`src/rtl/hazard_pkg.sv`:
```
// Shared types and constants for the pipeline hazard controller.
package hazard_pkg;

   localparam int unsigned REG_W = 5;
   localparam int unsigned FWD_W = 2;
   localparam int unsigned CNT_W = 32;

   typedef enum logic {
      RUN    = 1'b0,
      BUBBLE = 1'b1
   } state_t;

   localparam logic [FWD_W-1:0] FWD_REG = 2'b00;
   localparam logic [FWD_W-1:0] FWD_WB  = 2'b01;
   localparam logic [FWD_W-1:0] FWD_MEM = 2'b10;

   // A producer matches a consumer only if it writes a non-zero register.
   function automatic logic reg_match(input logic             wen,
                                      input logic [REG_W-1:0] wr,
                                      input logic [REG_W-1:0] src);
      return wen && (wr != '0) && (wr == src);
   endfunction

endpackage

```
`src/rtl/forward_unit.sv`:
```
// ALU operand forwarding select for one EX source register.
module forward_unit
   import hazard_pkg::*;
(
   input  logic [REG_W-1:0] src_ex,
   input  logic             reg_write_mem,
   input  logic [REG_W-1:0] write_reg_mem,
   input  logic             reg_write_wb,
   input  logic [REG_W-1:0] write_reg_wb,
   output logic [FWD_W-1:0] fwd_sel_c
);

   // MEM holds the younger result, so it wins over WB.
   always_comb begin
      fwd_sel_c = FWD_REG;
      if (reg_match(reg_write_mem, write_reg_mem, src_ex)) begin
         fwd_sel_c = FWD_MEM;
      end else if (reg_match(reg_write_wb, write_reg_wb, src_ex)) begin
         fwd_sel_c = FWD_WB;
      end
   end

endmodule

```
`src/rtl/hazard_ctrl.sv`:
```
// Load-use stall, branch/jump flush and forwarding control for a 5-stage pipeline.
// Optional HAZARD_PERF_CNT_EN adds stall/flush event counters.
module hazard_ctrl
   import hazard_pkg::*;
(
   input  logic             clk,
   input  logic             reset,
   input  logic [REG_W-1:0] Rs_ID,
   input  logic [REG_W-1:0] Rt_ID,
   input  logic             Jump_ID,
   input  logic [REG_W-1:0] Rs_EX,
   input  logic [REG_W-1:0] Rt_EX,
   input  logic             MemRead_EX,
   input  logic             RegWrite_EX,
   input  logic [REG_W-1:0] Write_register_EX,
   input  logic             RegWrite_MEM,
   input  logic [REG_W-1:0] Write_register_MEM,
   input  logic             RegWrite_WB,
   input  logic [REG_W-1:0] Write_register_WB,
   input  logic             Branch_taken_EX,
   output logic             Stall_PC,
   output logic             Stall_IFID,
   output logic             Flush_IFID,
   output logic             Flush_IDEX,
   output logic [FWD_W-1:0] ForwardA_EX,
   output logic [FWD_W-1:0] ForwardB_EX
`ifdef HAZARD_PERF_CNT_EN
   ,
   output logic [CNT_W-1:0] Stall_cnt,
   output logic [CNT_W-1:0] Flush_cnt
`endif
);

   state_t           state;
   state_t           state_nxt;
   logic             load_use_c;
   logic [FWD_W-1:0] fwd_a_c;
   logic [FWD_W-1:0] fwd_b_c;
   logic             unused_regwrite_ex;

   // A load always writes, so the load-use test keys on MemRead alone.
   assign unused_regwrite_ex = RegWrite_EX;

   assign load_use_c = MemRead_EX &&
                       (reg_match(1'b1, Write_register_EX, Rs_ID) ||
                        reg_match(1'b1, Write_register_EX, Rt_ID));

   always_ff @(posedge clk) begin
      if (!reset) begin
         state <= RUN;
      end else begin
         state <= state_nxt;
      end
   end

   // Priority: taken branch, then load-use stall, then jump flush.
   always_comb begin
      state_nxt  = RUN;
      Stall_PC   = 1'b0;
      Stall_IFID = 1'b0;
      Flush_IFID = 1'b0;
      Flush_IDEX = 1'b0;
      if (reset) begin
         if (Branch_taken_EX) begin
            Flush_IFID = 1'b1;
            Flush_IDEX = 1'b1;
         end else if ((state == RUN) && load_use_c) begin
            Stall_PC   = 1'b1;
            Stall_IFID = 1'b1;
            Flush_IDEX = 1'b1;
            state_nxt  = BUBBLE;
         end else if (Jump_ID) begin
            Flush_IFID = 1'b1;
         end
      end
   end

   forward_unit u_fwd_a (
      .src_ex        (Rs_EX),
      .reg_write_mem (RegWrite_MEM),
      .write_reg_mem (Write_register_MEM),
      .reg_write_wb  (RegWrite_WB),
      .write_reg_wb  (Write_register_WB),
      .fwd_sel_c     (fwd_a_c)
   );

   forward_unit u_fwd_b (
      .src_ex        (Rt_EX),
      .reg_write_mem (RegWrite_MEM),
      .write_reg_mem (Write_register_MEM),
      .reg_write_wb  (RegWrite_WB),
      .write_reg_wb  (Write_register_WB),
      .fwd_sel_c     (fwd_b_c)
   );

   assign ForwardA_EX = reset ? fwd_a_c : FWD_REG;
   assign ForwardB_EX = reset ? fwd_b_c : FWD_REG;

`ifdef HAZARD_PERF_CNT_EN
   always_ff @(posedge clk) begin
      if (!reset) begin
         Stall_cnt <= '0;
         Flush_cnt <= '0;
      end else begin
         if (Stall_PC) begin
            Stall_cnt <= Stall_cnt + CNT_W'(1);
         end
         if (Flush_IFID || Flush_IDEX) begin
            Flush_cnt <= Flush_cnt + CNT_W'(1);
         end
      end
   end
`endif

endmodule
```
`config.mk`:
```
export PLATFORM = sky130hd
export DESIGN_NAME = hazard_ctrl
export DESIGN_NICKNAME = d
export VERILOG_FILES = /design/src/rtl/hazard_pkg.sv /design/src/rtl/forward_unit.sv /design/src/rtl/hazard_ctrl.sv
export SDC_FILE = /design/constraint.sdc
export NUM_CORES = 1
export LEC_CHECK = 0
export CELL_PAD_IN_SITES_DETAIL_PLACEMENT = 1
export CELL_PAD_IN_SITES_GLOBAL_PLACEMENT = 2
export CORE_MARGIN = 4
export CORE_UTILIZATION = 11
export DETAILED_ROUTE_END_ITERATION = 16
export GPL_TIMING_DRIVEN = 0
export PLACE_DENSITY_LB_ADDON = 0.2
export SETUP_SLACK_MARGIN = 0.05
export SLEW_MARGIN = 20
export SYNTH_ARGS = -nofsm -noshare
export SYNTH_HDL_FRONTEND = slang
export SYNTH_SLANG_ARGS = --single-unit
```
`constraint.sdc`:
```
create_clock -name clk -period 1.6 [get_ports clk]
set_clock_uncertainty 0.2 [all_clocks]
set_input_delay 0.24 -clock clk [delete_from_list [all_inputs] [get_ports clk]]
set_output_delay 0.24 -clock clk [all_outputs]
set_load 0.01 [all_outputs]
```
; ---- After elaboration in Yosys (flattened, before gate mapping)
; Cells that the tools add are included.
[op_classes]
n_addsub = 0
mul = 0
n_div = 0
order_cmp = 0
n_eq_ne = 6
n_shift = 0
muxes = 15
bitwise_logic = 1
reduce_logical = 14
[ops]
columns = op, count
row1 = equality test 5 bit, 6
row2 = nonzero test 5 bit, 3
row3 = two-way mux 1 bit, 11
row4 = logical AND 1 bit, 10
row5 = two-way mux 2 bit, 4
row6 = logical OR 1 bit, 1
row7 = NOT 1 bit, 1
[word_totals]
reg_bits = 1
latch_bits = 0
ram_bits = 0
mem_bits_ro = 0
inputBits = 43
word_cells = 37
mem_count = 0

; ---- Longest topological paths before layout
; Gate-level depths: netlist of run 1.
[logic_depth]
word_depth = 8
mapped_depth = 5
depth_no_buf = 4

; ---- Hierarchy
; A second synthesis of run 1 with hierarchy kept.
[hier_totals]
hier_cells = 71
hier_area_um2 = 549.3
[modules_own_cells]
columns = mod, n_inst, cells_each, area_per_inst_um2
row1 = forward_unit, 2, 20, 151.4
row2 = hazard_ctrl, 1, 31, 246.5

; ---- Least setup slack after synthesis of run 1
; No wires, ideal clock.
[synth_path]
path_kind = input-to-output
start = input Write_register_EX[2]
end = output Stall_PC
arrival_time_ns = 1.472
required_ns = 1.160
setup_slack_ns = -0.312
cell_stages = 5
cell_sequence = xor2_1 nor3_1 a22oi_1 nor4bb_1 buf_4
[synth_between]
elab_chain_len = 8
elab_cells_between_ends = 11
[synth_lines]
columns = element, line
row1 = "start, declared", hazard_ctrl.sv:15  ; input logic [REG_W-1:0] Write_register_EX,
row2 = equality test 5 bit or nonzero test 5 bit (tied branches), hazard_pkg.sv:21  ; return wen && (wr != '0) && (wr == src);
row3 = logical AND 1 bit, hazard_pkg.sv:21
row4 = logical OR 1 bit *, hazard_ctrl.sv:45  ; (reg_match(1'b1, Write_register_EX, Rs_ID) ||
row5 = logical AND 1 bit *, hazard_ctrl.sv:44  ; assign load_use_c = MemRead_EX &&
row6 = logical AND 1 bit *, hazard_ctrl.sv:67  ; end else if ((state == RUN) && load_use_c) begin
row7 = two-way mux 1 bit * (3 in series), -
row8 = "end, declared", hazard_ctrl.sv:21  ; output logic Stall_PC,
; Every way passes the cells marked *; elsewhere a longest branch is shown, timed or not.

; ---- Worst setup path after layout of run 1
[layout_path]
start = input Write_register_MEM[2]
end = output ForwardB_EX[0]
[layout_between]
elab_chain_len = 5
elab_cells_between_ends = 6
[layout_lines]
columns = element, line
row1 = "start, declared", hazard_ctrl.sv:17  ; input logic [REG_W-1:0] Write_register_MEM,
row2 = nonzero test 5 bit, hazard_pkg.sv:21
row3 = logical AND 1 bit, hazard_pkg.sv:21
row4 = logical AND 1 bit *, hazard_pkg.sv:21
row5 = two-way mux 2 bit *, forward_unit.sv:16  ; if (reg_match(reg_write_mem, write_reg_mem, src_ex)) begin
row6 = two-way mux 2 bit *, hazard_ctrl.sv:97  ; assign ForwardB_EX = reset ? fwd_b_c : FWD_REG;
row7 = "end, declared", hazard_ctrl.sv:26  ; output logic [FWD_W-1:0] ForwardB_EX
; Marks and branches as above.

==> results of run 1 <==
-- final cells by class --
type                       instances  area share
tap                               50     0.05365
timing repair buffer              59      0.4099
multi-input combinational         59      0.5097
sequential                         1     0.01717
buffer                             1    0.009657
-- cell usage in the layout (no fill, tap or decap), drive strengths merged --
cell            n
nand3           2
dlygate4sd2     8
o21ai           2
dlymetal6s2s    1
nor3            3
clkbuf         10
a22oi           1
o211ai          1
nor4            4
buf            34
a21oi           1
nand2           2
nand2b          2
and2            2
nor2            3
or4             4
nor4bb          1
clkdlybuf4s15   5
clkdlybuf4s50   2
xnor2           6
xor2           24
dfxtp           1
o221a           1
-- where the power goes --
| part | total [mW] | internal [mW] | switching, mW | leakage [nW] |
|---|---|---|---|---|
| Sequential | 0.0257 | 0.0257 | 0.0000354 | 0.00806 |
| Combinational | 0.260 | 0.140 | 0.120 | 0.493 |
| Clock | 0 | 0 | 0 | 0 |
-- worst paths after layout --
path,from,to,slack (ns)
setup reg to reg,state$_DFF_P_,state$_DFF_P_,0.35
hold reg to reg,state$_DFF_P_,state$_DFF_P_,0.59
setup / recovery,Write_register_MEM[2],ForwardB_EX[0],-0.47
hold / removal,reset,state$_DFF_P_,0.59
-- cell usage after synthesis --
library cell | number | area [um^2]
xor2_1 | 24 | 210.2
xnor2_1 | 6 | 52.55
or4_1 | 4 | 30.03
nor2_1 | 3 | 11.26
nor3_1 | 3 | 15.01
and2_2 | 2 | 15.01
nand2_1 | 2 | 7.510
nand2b_1 | 2 | 12.51
nand3_1 | 2 | 10.01
nor4_1 | 2 | 12.51
nor4_2 | 2 | 25.02
a21oi_1 | 1 | 5.000
a22oi_1 | 1 | 7.510
buf_4 | 1 | 7.510
dfxtp_1 | 1 | 20.02
nor4bb_1 | 1 | 10.01
o211ai_1 | 1 | 7.510
o21ai_0 | 1 | 5.000
o21ai_1 | 1 | 5.000
o221a_2 | 1 | 11.26
-- routing by layer --
layer	routed length [um]	track usage	up-vias
met5	0	0	-
met4	0	0	0
met3	134	0.008108	0
met2	1157	0.1378	20
met1	946	0.1107	288
li1	-	-	330
-- worst max-delay path, stage by stage --
cell and delay (ns):
buf_8 0.10, or4_4 0.54, o21ai_4 0.18, buf_6 0.12
nor4_4 0.03, buf_4 0.14, nor4_4 0.12, buf_2 0.17
-- what timing repair did --
action                     in CTS  in global routing
setup endpoints to repair       9                  9
hold endpoints to repair        0                  0
setup buffers                   9                  1
gates resized for setup       145                 27
pin swaps                      24                 15
hold buffers                    0                  0
-- stage by stage --
step           hold slack [ns]  cells  instance area, um^2  TNS, ns    util
2_1_floorplan           0.1471     61                559.3  -0.4055       -
3_3_place_gp            0.5030    160                 1112   -9.556  0.2703
3_5_place_dp            0.5184    160                 1112   -9.600  0.2703
4_1_cts                 0.6170    169                 1184   -2.663  0.2876
5_1_grt                 0.6286    170                 1166   -2.772  0.2834
6_report                0.5900    170                 1166   -2.381  0.2834
-- logic make-up after synthesis --
logic type	after synthesis	share of synthesized area
AO/OA/AOI/OAI	6	0.08592
buffers and inverters	1	0.01563
XOR/XNOR	30	0.5469
AND/OR/NAND/NOR	23	0.3099
flip-flops	1	0.04167
==> results.tsv, run 1 <==
stage	metric	value	unit
final_layout	register_area	20.02	um^2
global_routing	grt_pass1_wl	3429	um
critical_path	arrival	1.63	ns
flow_run	maxCapViolCount	0	
critical_path	crit_path_end_kind	output port	
final_layout	top_regs	state x1	
clocking	worstSkewPairLatency	0	ns
critical_path	cp_data_required_time	1.16	ns
yosys	syn-cell-area	480.5	um^2
detailed_routing	via_per_inst	3.753	
detailed_routing	firstDrtPassIters	3	
die	die_w	74.09	um
final_layout	largest_register_ffs	1	
yosys	yosysSeqAreaShare	0.04167	
detailed_routing	drt_iter0_markers	4	
hold_path	hold_depth	3	
yosys	ys_types	20	
detailed_routing	drtAntennaViolNets	0	
timing	maxSlewHeadroom	0.7976	
final_layout	antenna_cells	0	
place	numPortBuffers	49	
timing	tightest_slew	0.3013	ns
timing	finalHoldViolCount	0	
timing	finalCriticalPeriod	2.067	ns
yosys	yosys_warnings	0	
timing	setup_viol	8	
global_routing	grt_pass1_vias	691	
status	violations	setup timing	
final_layout	final_nets	165	
yosys	synth-seq-cells	1	
critical_path	crit_type	in -> out	
detailed_routing	route.detailed.drc	0	
pwr	power.density	245.0	nW/um^2
timing	fmax	0.4838	GHz
yosys	syn_avg_cell_area	7.876	um^2
global_routing	grt_antenna_before_repair	0	
critical_path	crit_fanout	2	
yosys	syn_inst	61	
pwr	total_power	0.2857	mW
die	fp.dieArea	5489	um^2
final_layout	syn_to_final_growth	142.7	%
die	core_area	4115	um^2
pwr	power_leakage	0.5014	nW
final_layout	multi_input_area	594.3	um^2
final_layout	nFillCells	497	
hold_path	hold_path.class	in -> reg	
timing	final_max_slew_viol_count	0	
global_routing	grt_usage	0.07871	
clocking	clk_pin_slew	0	ns
global_routing	overflow	0	
global_routing	grt_max_degree	8	
die	core.rowCount	23	
final_layout	regMostFlops	state	
pwr	max-vdd-ir-drop	0.00006802	V
timing	rsz0062_at_grt	true	
status	outcome	finished, violations left	
place	gp_congestion	0.6621	
yosys	synthesis.nets	104	
die	pin_count	51	
critical_path	reg2reg_depth	4	
die	initial_core_util	0.1168	
final_layout	layout-drive-gt1-share	0.5583	
timing	fin_ws	-0.4669	ns
critical_path	startpoint_type	input port	
detailed_routing	finalWirelength	2239	um
detailed_routing	vias	638	
die	die_y	74.09	um
place	preCtsSetupSlack	-1.318	ns
detailed_routing	wl_per_cell	13.17	um
timing	finalCritPeriodShare	1.292	
Note: power is estimated with default switching activity, not from simulation.
==> run 2, diff against run 1 <==
--- a/config.mk
+++ b/config.mk
@@ -7,11 +7,12 @@
 export LEC_CHECK = 0
 export CELL_PAD_IN_SITES_DETAIL_PLACEMENT = 1
 export CELL_PAD_IN_SITES_GLOBAL_PLACEMENT = 2
-export CORE_MARGIN = 4
+export CORE_MARGIN = 5
 export CORE_UTILIZATION = 11
 export DETAILED_ROUTE_END_ITERATION = 16
+export GPL_ROUTABILITY_DRIVEN = 1
 export GPL_TIMING_DRIVEN = 0
-export PLACE_DENSITY_LB_ADDON = 0.2
+export PLACE_DENSITY = 0.7
 export SETUP_SLACK_MARGIN = 0.05
 export SLEW_MARGIN = 20
 export SYNTH_ARGS = -nofsm -noshare
==> run 2 against run 1 <==
The flow still finishes with violations (setup timing). Die area up 5.5%. Critical path depth unchanged. Design area up 1.7%.
==> results.tsv, run 2 (synthesized netlist as in run 1, its figures left out) <==
stage	metric	value	unit	change
critical_path	worstPathCellList	buf_8, or4_4, o21ai_4, buf_6, nor4_4, buf_4, nor4_4, buf_2		
place	gp_congestion	0.7053		+6.5%
critical_path	crit_type	in -> out		
pwr	p_int	0.1723	mW	+3.7%
timing	finalCritPeriodShare	1.279		-0.01293
detailed_routing	finalWirelength	2471	um	+10%
final_layout	top_regs	state x1		
critical_path	crit_fanout	2		unchanged
timing	fin_ws	-0.4463	ns	+0.02069 ns
detailed_routing	wl_per_cell	14.37	um	+9.1%
critical_path	startpoint_type	input port		
pwr	power_frac_seq	0.087		-0.003
final_layout	syn_to_final_growth	146.9	%	
final_layout	final_nets	165		unchanged
timing	setup_viol	8		unchanged
detailed_routing	route.detailed.drc	0		unchanged
global_routing	grt_usage	0.07926		+0.0005469
timing	maxSlewHeadroom	0.8001		+0.002461
timing	fmax	0.4887	GHz	+1.0%
pwr	pwr-share-comb	0.913		+0.003
status	outcome	finished, violations left		
flow_run	maxCapViolCount	0		unchanged
pwr	p_sw_frac	0.4163		-0.002442
critical_path	crit_path_frequent_cell	nor4_4		
detailed_routing	drt_iter0_markers	4		unchanged
final_layout	final_common_cell	xor2_1		
place	placed_cell_area	1115	um^2	+0.22%
critical_path	worstReg2RegStart	state$_DFF_P_		
final_layout	antenna_cells	0		unchanged
place	preCtsSetupSlack	-1.249	ns	+0.06888 ns
timing	tightest_slew	0.2976	ns	-0.003664 ns
die	die_w	76.09	um	+2.7%
detailed_routing	drtAntennaViolNets	0		unchanged
die	core_area	4294	um^2	+4.3%
timing	finalHoldViolCount	0		unchanged
timing	final_max_slew_viol_count	0		unchanged
final_layout	largest_register_ffs	1		unchanged
status	violations	setup timing		
critical_path	cp_top_family	simple AND/OR/NAND/NOR gates		
global_routing	overflow	0		unchanged
pwr	p_switching	0.1229	mW	+2.7%
global_routing	grt_pass1_wl	3953	um	+15%
final_layout	finalInstanceArea	1186	um^2	+1.7%
place	numPortBuffers	49		unchanged
die	initial_core_util	0.1119		-0.004865
critical_path	critPathSlowestCell	or4_4		
critical_path	cp_data_required_time	1.16	ns	about the same
hold_path	hold_path.class	in -> reg		
final_layout	final_cell_mix	xor2_1, buf_4, buf_6, buf_2, dlygate4sd2_1		
pwr	power_leakage	0.5149	nW	+2.7%
die	fp.dieArea	5790	um^2	+5.5%
pwr	clock_power_share	0		unchanged
critical_path	crit_path_end_kind	output port		
timing	finalCriticalPeriod	2.046	ns	-0.02069 ns
critical_path	critical_path_buf_inv_count	4		unchanged
clocking	clk_pin_slew	0	ns	unchanged
critical_path	critPathLaunch	Write_register_MEM[4]		
pwr	power.density	248.8	nW/um^2	+1.6%
clocking	worstSkewPairLatency	0	ns	unchanged
die	core.rowCount	24		+4.3%
global_routing	grt_antenna_before_repair	0		unchanged
die	pin_count	51		unchanged
detailed_routing	vias	682		+6.9%
timing	rsz0062_at_grt	true		
hold_path	hold_start	reset		
place	dpl.hpwl	2147	um	
critical_path	max_stage_delay	0.54	ns	about the same
global_routing	grt_pass1_vias	788		+14%
die	die_y	76.09	um	+2.7%
pwr	max-vdd-ir-drop	0.00005901	V	-13%
timing	whs	0.4204	ns	-0.1696 ns
final_layout	final_util	0.2762		-0.007145
clocking	hold_buffers	0		unchanged
critical_path	arrival	1.61	ns	-0.02 ns
detailed_routing	via_per_inst	3.965		+5.7%
detailed_routing	firstDrtPassIters	2		-1
global_routing	grt_max_degree	8		unchanged
final_layout	regMostFlops	state		
final_layout	layout-drive-gt1-share	0.5667		+0.008333
-- run 2: path summary, 6_finish.rpt --
path	to	slack, ns	cells after the start
setup / recovery	ForwardA_EX[0]	-0.45	8
hold / removal	state$_DFF_P_	0.42	2
hold reg to reg	state$_DFF_P_	0.47	3
setup reg to reg	state$_DFF_P_	0.37	3
-- run 2: power groups by stage --
stage	sequential (mW)	clock, mW	combinational (mW)
2_1_floorplan	0.0257	0	0.0993
3_3_place_gp	0.0257	0	0.253
3_5_place_dp	0.0258	0	0.257
4_1_cts	0.0258	0	0.258
5_1_grt	0.0258	0	0.291
6_report	0.0258	0	0.269
-- run 2: routing by layer --
| layer | track usage | wire, um |
|---|---|---|
| met1 | 0.09315 | 977 |
| met3 | 0.02128 | 206 |
| met2 | 0.1507 | 1288 |
| met4 | 0 | 0 |
| met5 | 0 | 0 |
-- run 2: final cells by class --
type                    instances  area, um^2
plain buffers                   1       7.507
fillers                       509        3108
multi-input cells              59       606.8
flip-flops and latches          1       20.02
well taps                      52       65.06
repair buffers                 59       486.7
-- run 2: repair_timing --
action | 4_1_cts | 5_1_grt
endpoints found under the setup margin | 9 | 9
cloned | 0 | 0
resized for setup | 157 | 31
pin swaps | 21 | 11
buffers inserted | 7 | 3
-- run 2: worst register-to-register path, stage by stage, from the launching register on --
cell	delay, ns
dfxtp_1	0.27
nand2b_1	0.14
a21oi_2	0.17
nor4bb_4	0.35
-- run 2: stage by stage --
step | std cells | setup TNS, ns | total power, mW
global placement | 162 | -8.900 | 0.2788
CTS | 169 | -2.449 | 0.2840
floorplan | 61 | -0.4055 | 0.1251
finish | 172 | -2.422 | 0.2951
global route | 172 | -2.968 | 0.3170
detailed placement | 162 | -9.298 | 0.2823
